===== src/rtl/alu_logic_seq.sv =====
// Multicycle bitwise logic unit: AND/NAND/OR/NOR/XOR/XNOR evaluated SLICE bits per clock, LSB first.
// Optional registered parity output enabled by defining ALU_LOGIC_SEQ_PARITY_EN.
module alu_logic_seq #(
  parameter int WIDTH = 32,
  parameter int SLICE = 8
) (
  input  logic             clk,
  input  logic             rst_n,
  input  logic             start,
  input  logic [2:0]       op,
  input  logic [WIDTH-1:0] a,
  input  logic [WIDTH-1:0] b,
  output logic             busy,
  output logic             done,
  output logic [WIDTH-1:0] result,
  output logic             zero,
  output logic             err,
  output logic             parity
);

  localparam int NSL  = WIDTH / SLICE;
  localparam int IDXW = (NSL > 1) ? $clog2(NSL) : 1;

  localparam logic [1:0] IDLE = 2'd0;
  localparam logic [1:0] RUN  = 2'd1;
  localparam logic [1:0] FIN  = 2'd2;

  logic [1:0]       state;
  logic [IDXW-1:0]  idx;
  logic [WIDTH-1:0] a_q, b_q, acc, acc_nxt;
  logic [2:0]       op_q;
  logic             accept, op_legal, last;

  // op[2:1] selects the base function, op[0] inverts it
  function automatic logic [SLICE-1:0] slice_op(input logic [2:0] code,
                                                 input logic [SLICE-1:0] x,
                                                 input logic [SLICE-1:0] y);
    logic [SLICE-1:0] r;
    case (code[2:1])
      2'b00:   r = x & y;
      2'b01:   r = x | y;
      default: r = x ^ y;
    endcase
    return code[0] ? ~r : r;
  endfunction

  assign accept   = start && ((state == IDLE) || (state == FIN));
  assign op_legal = (op[2:1] != 2'b11);
  assign last     = (idx == IDXW'(NSL - 1));

  always_comb begin
    acc_nxt = acc;
    acc_nxt[int'(idx)*SLICE +: SLICE] = slice_op(op_q, a_q[int'(idx)*SLICE +: SLICE],
                                                 b_q[int'(idx)*SLICE +: SLICE]);
  end

  // Operand capture and slice accumulator: data only, no reset needed
  always_ff @(posedge clk) begin
    if (accept) begin
      a_q  <= a;
      b_q  <= b;
      op_q <= op;
    end
    if (state == RUN) acc <= acc_nxt;
  end

  always_ff @(posedge clk or negedge rst_n) begin
    if (!rst_n) begin
      state  <= IDLE;
      idx    <= '0;
      busy   <= 1'b0;
      done   <= 1'b0;
      result <= '0;
      zero   <= 1'b0;
      err    <= 1'b0;
    end else begin
      done <= 1'b0;
      case (state)
        IDLE, FIN: begin
          if (start) begin
            idx <= '0;
            err <= !op_legal;
            if (op_legal) begin
              state <= RUN;
              busy  <= 1'b1;
            end else begin
              state  <= FIN;
              result <= '0;
              zero   <= 1'b1;
              done   <= 1'b1;
            end
          end else begin
            state <= IDLE;
          end
        end
        RUN: begin
          if (last) begin
            idx    <= '0;
            result <= acc_nxt;
            zero   <= (acc_nxt == '0);
            busy   <= 1'b0;
            done   <= 1'b1;
            state  <= FIN;
          end else begin
            idx <= idx + IDXW'(1);
          end
        end
        default: state <= IDLE;
      endcase
    end
  end

`ifdef ALU_LOGIC_SEQ_PARITY_EN
  always_ff @(posedge clk or negedge rst_n) begin
    if (!rst_n)                   parity <= 1'b0;
    else if (state == RUN && last) parity <= ^acc_nxt;
    else if (accept && !op_legal)  parity <= 1'b0;
  end
`else
  assign parity = 1'b0;
`endif

endmodule


===== config.mk =====
export PLATFORM = sky130hd
export DESIGN_NAME = alu_logic_seq
export DESIGN_NICKNAME = d
export VERILOG_FILES = /design/src/rtl/alu_logic_seq.sv
export SDC_FILE = /design/constraint.sdc
export NUM_CORES = 1
export LEC_CHECK = 0
export BUFFER_PORTS_ARGS = -buffer_cell sky130_fd_sc_hd__buf_2
export CELL_PAD_IN_SITES_DETAIL_PLACEMENT = 1
export CELL_PAD_IN_SITES_GLOBAL_PLACEMENT = 1
export CORE_MARGIN = 8
export CORE_UTILIZATION = 25
export DETAILED_ROUTE_END_ITERATION = 7
export PLACE_DENSITY = 0.5
export SYNTH_ARGS = -nofsm -noshare
export SYNTH_HDL_FRONTEND = slang
export SYNTH_SLANG_ARGS = --single-unit

===== constraint.sdc =====
create_clock -name clk -period 10.31 [get_ports clk]
set_clock_uncertainty 0.15 [all_clocks]
set_input_delay 0.5155 -clock clk [delete_from_list [all_inputs] [get_ports clk]]
set_output_delay 0.5155 -clock clk [all_outputs]
set_load 0.01 [all_outputs]

==> qor_table.md <==
| Stage | Result | This run |
|:---|:---|:---|
| global route | Wire length of the first global-routing pass | 24500 µm |
| placement | Weighted congestion reported at the end of routability-driven placement | 0.760 |
| status | Result of the run | finished clean |
| clock tree | Clk slew on worst S/H paths | 60 ps |
| clock tree | Clk Latency, worst-skew pair | 420 ps |
| final layout | Post-route cell area | 7490 µm² |
| floorplanning | Y dimension of the die | 170 µm |
| global route | Total global-route track usage | 0.109 |
| timing | Final critical delay including setup and external delays | 3980 ps |
| power and ir drop | Max rail drop VDD | 0.115 mV |
| floorplanning | Initial core utilization | 0.254 |
| logic synthesis | Unique masters post-synth | 44 |
| floorplanning | Number of top-level design ports | 107 |
| logic synthesis | Number of register bits inferred by synthesis | 139 |
| final layout | Nets | 604 |
| floorplanning | DIE AREA | 29100 µm² |
| global route | Initial antenna violation count | 3 |
| placement | Detail Placement HPWL | 10700 µm |
| timing | Final sum of negative setup slack | 0 ps |
| logic synthesis | Ys async rst share | 0.288 |
| logic synthesis | Mean cell area of the mapped netlist | 14.7 µm² |
| timing | Count of final max-slew check failures | 0 |
| worst setup path | Element type at the critical path start | flip-flop |
| logic synthesis | Area leader, netlist | edfxtp_1 |
| global route | Grt total ovfl | 0 |
| global route | Vias in the first global route | 4358 |
| global route | Pin count of the biggest net entering global routing | 71 |
| clock tree | CTS-repair resized insts | 0 |
| flow run | # Max-Cap Violations | 0 |
| worst setup path | Required time of the critical path | 10490 ps |
| detailed routing | Aggregate routed wire length | 15100 µm |
| timing | Setup repair after global routing missed its margin | false |
| timing | Setup violators final | 0 |
| detailed routing | 1st-iter DRT viols | 229 |
| timing | Hold Fails Final Rpt | 0 |
| final layout | Diode insertion count for antenna repair | 0 |
| clock tree | Number of levels the H-tree was split into | 4 |
| logic synthesis | Synth top area cells | edfxtp_1 (50%), dfrtp_1 (17%), mux4_2 (6.0%) |
| floorplanning | Chip Width | 170 µm |
| timing | Post-route fraction of the period consumed by the critical path | 0.386 |
| timing | Worst-margin pin slew | 1000 ps |
| clock tree | Post CTS Setup Buffer Count | 0 |
| placement | IO buf count | 105 |
| logic synthesis | Main flop type after synthesis | edfxtp_1 |
| logic synthesis | Number of warnings issued by yosys | 0 |
| power and ir drop | Pwr/cell area | 330 nW/µm² |
| detailed routing | Detailed-route via count | 3747 |
| detailed routing | Post-detailed-route count of antenna-violating nets | 0 |
| floorplanning | Number of placement rows | 56 |
| clock tree | Deepest clock path buffer count | 2 |
| logic synthesis | Combined area of all synthesized cells | 5960 µm² |
| final layout | Area Growth Syn to Fin | 25.6% |
| detailed routing | DR DRC count | 0 |
| detailed routing | Detail-routed net length per standard cell | 17.9 µm |
| worst setup path | Kind of end point of the critical path | flip-flop |
| final layout | Fraction of final layout cells sized beyond drive strength 1 | 0.321 |
| timing | Fmax achieved | 0.252 GHz |
| placement | Placed Area | 6830 µm² |
| hold path | Worst hold path type | primary input to async pin |
| power and ir drop | Leakage | 3.13 nW |
| clock tree | Quantity of hold-fixing buffers added after cts | 0 |
| logic synthesis | Most common cell in the netlist | edfxtp_1 |
| detailed routing | DR pass1 iterations | 4 |
| worst setup path | Critical path type | flip-flop to flip-flop |
| logic synthesis | Post-synth top area share | 0.498 |
| detailed routing | Average via count per standard cell | 4.44 |
| worst setup path | Maximum fanout count along the critical path | 21 |
| timing | Max-Slew Margin vs Limit | 0.332 |
| clock tree | Root buffer cell | clkbuf_16 |
| logic synthesis | Post-synthesis net count | 497 |
| logic synthesis | Top cells by instance count after synthesis | edfxtp_1 (99), inv_1 (49), dfrtp_1 (40), a22o_1 (31), o22ai_1 (28) |
| clock tree | CTS Sinks | 139 |
| floorplanning | Standard cell core area | 23500 µm² |
| logic synthesis | Count of flip-flops with a built-in enable after synthesis | 99 |
| clock tree | Clock tree from TritonCTS | done |
| logic synthesis | Gate count of the mapped netlist | 405 |
| worst setup path | CP Data Arrival Time | 4150 ps |
| clock tree | Clock buffers created by TritonCTS | 17 |
| logic synthesis | Sequential element share of the synthesized area | 0.666 |
-- metal layers --
layer,wire length (µm),vias up,GRT usage
li1,-,1743,-
met4,182,6,0.0362
met2,6700,115,0.164
met3,1110,20,0.0468
met1,7030,1863,0.139
met5,33,-,0
-- critical path, cell delays in order, from the launching register on --
cell       delay, ps
dfrtp_1         1000
mux4_2           430
ha_1             220
nor2_1           100
a211oi_1          80
a21oi_2          170
xor2_1           700
a2111oi_0        250
or4b_1           570
o31ai_2          220
-- stage by stage --
stage	worst slack, ps	utilization	cells	total power [mW]	hold slack, ps
after floorplan	6840	-	405	1.50	69.9
after global placement	6380	0.291	812	1.79	320
after detailed placement	6320	0.291	812	1.82	325
after CTS	6280	0.319	843	2.52	98.0
after global routing	6080	0.319	843	2.64	91.5
final	6330	0.319	843	2.47	96.8
-- kinds of logic after synthesis --
group	synth area share
and+or+nand+nor	0.0428
buffers and inverters	0.0482
AOI/OAI and AO/OA	0.120
DFF	0.666
adders and majority gates	0.0461
muxes	0.0604
xor gates and xnor gates	0.0155
other	0.000629
-- registers in the layout, summed over array words and instances, names as in the netlist, 2 cells and up --
signal / cells
op_q: 3
state: 2
acc: 32
result: 32
b_q: 32
idx: 2
a_q: 32
-- path summary, 6_finish.rpt --
kind,end,slack [ps],start,cells past startpoint
max,zero,6330,idx[1],9
min,result[17],100,rst_n,1
max reg2reg,zero,6330,idx[1],9
min reg2reg,busy,340,busy,2
max in group asynchronous,result[28],9310,rst_n,1
min in group clk,b_q[24],120,b[24],1
-- layout make-up --
type,instances,area (µm²)
fillers,2512,16000
flip-flops and latches,139,3970
multi-input cells,193,1710
repair buffers,109,556
clock buffers,17,425
well taps,319,399
clock inverters,14,233
inverters,52,195
-- power by group --
group / internal [mW] / total, mW / switching, mW
clock network: 0.435 / 0.687 / 0.252
logic: 0.330 / 0.847 / 0.517
registers: 0.842 / 0.940 / 0.0980
-- placed cells by master (no fill, tap or decap), drive strengths merged, types with 2 or more instances in the layout --
| cell type | n |
|---|---|
| o2bb2ai | 5 |
| a22o | 31 |
| bufinv | 5 |
| dfrtp | 40 |
| nand2 | 16 |
| xnor2 | 4 |
| a21oi | 10 |
| o31ai | 6 |
| ha | 22 |
| a211oi | 2 |
| nor4 | 5 |
| o22ai | 28 |
| nand4 | 2 |
| a31oi | 2 |
| buf | 109 |
| nor2 | 8 |
| nor2b | 4 |
| edfxtp | 99 |
| or4 | 2 |
| nand2b | 4 |
| inv | 58 |
| and2 | 4 |
| xor2 | 4 |
| mux4 | 16 |
| clkinv | 2 |
| o21ai | 7 |
| clkbuf | 17 |
(Power assumes the default switching activity.)
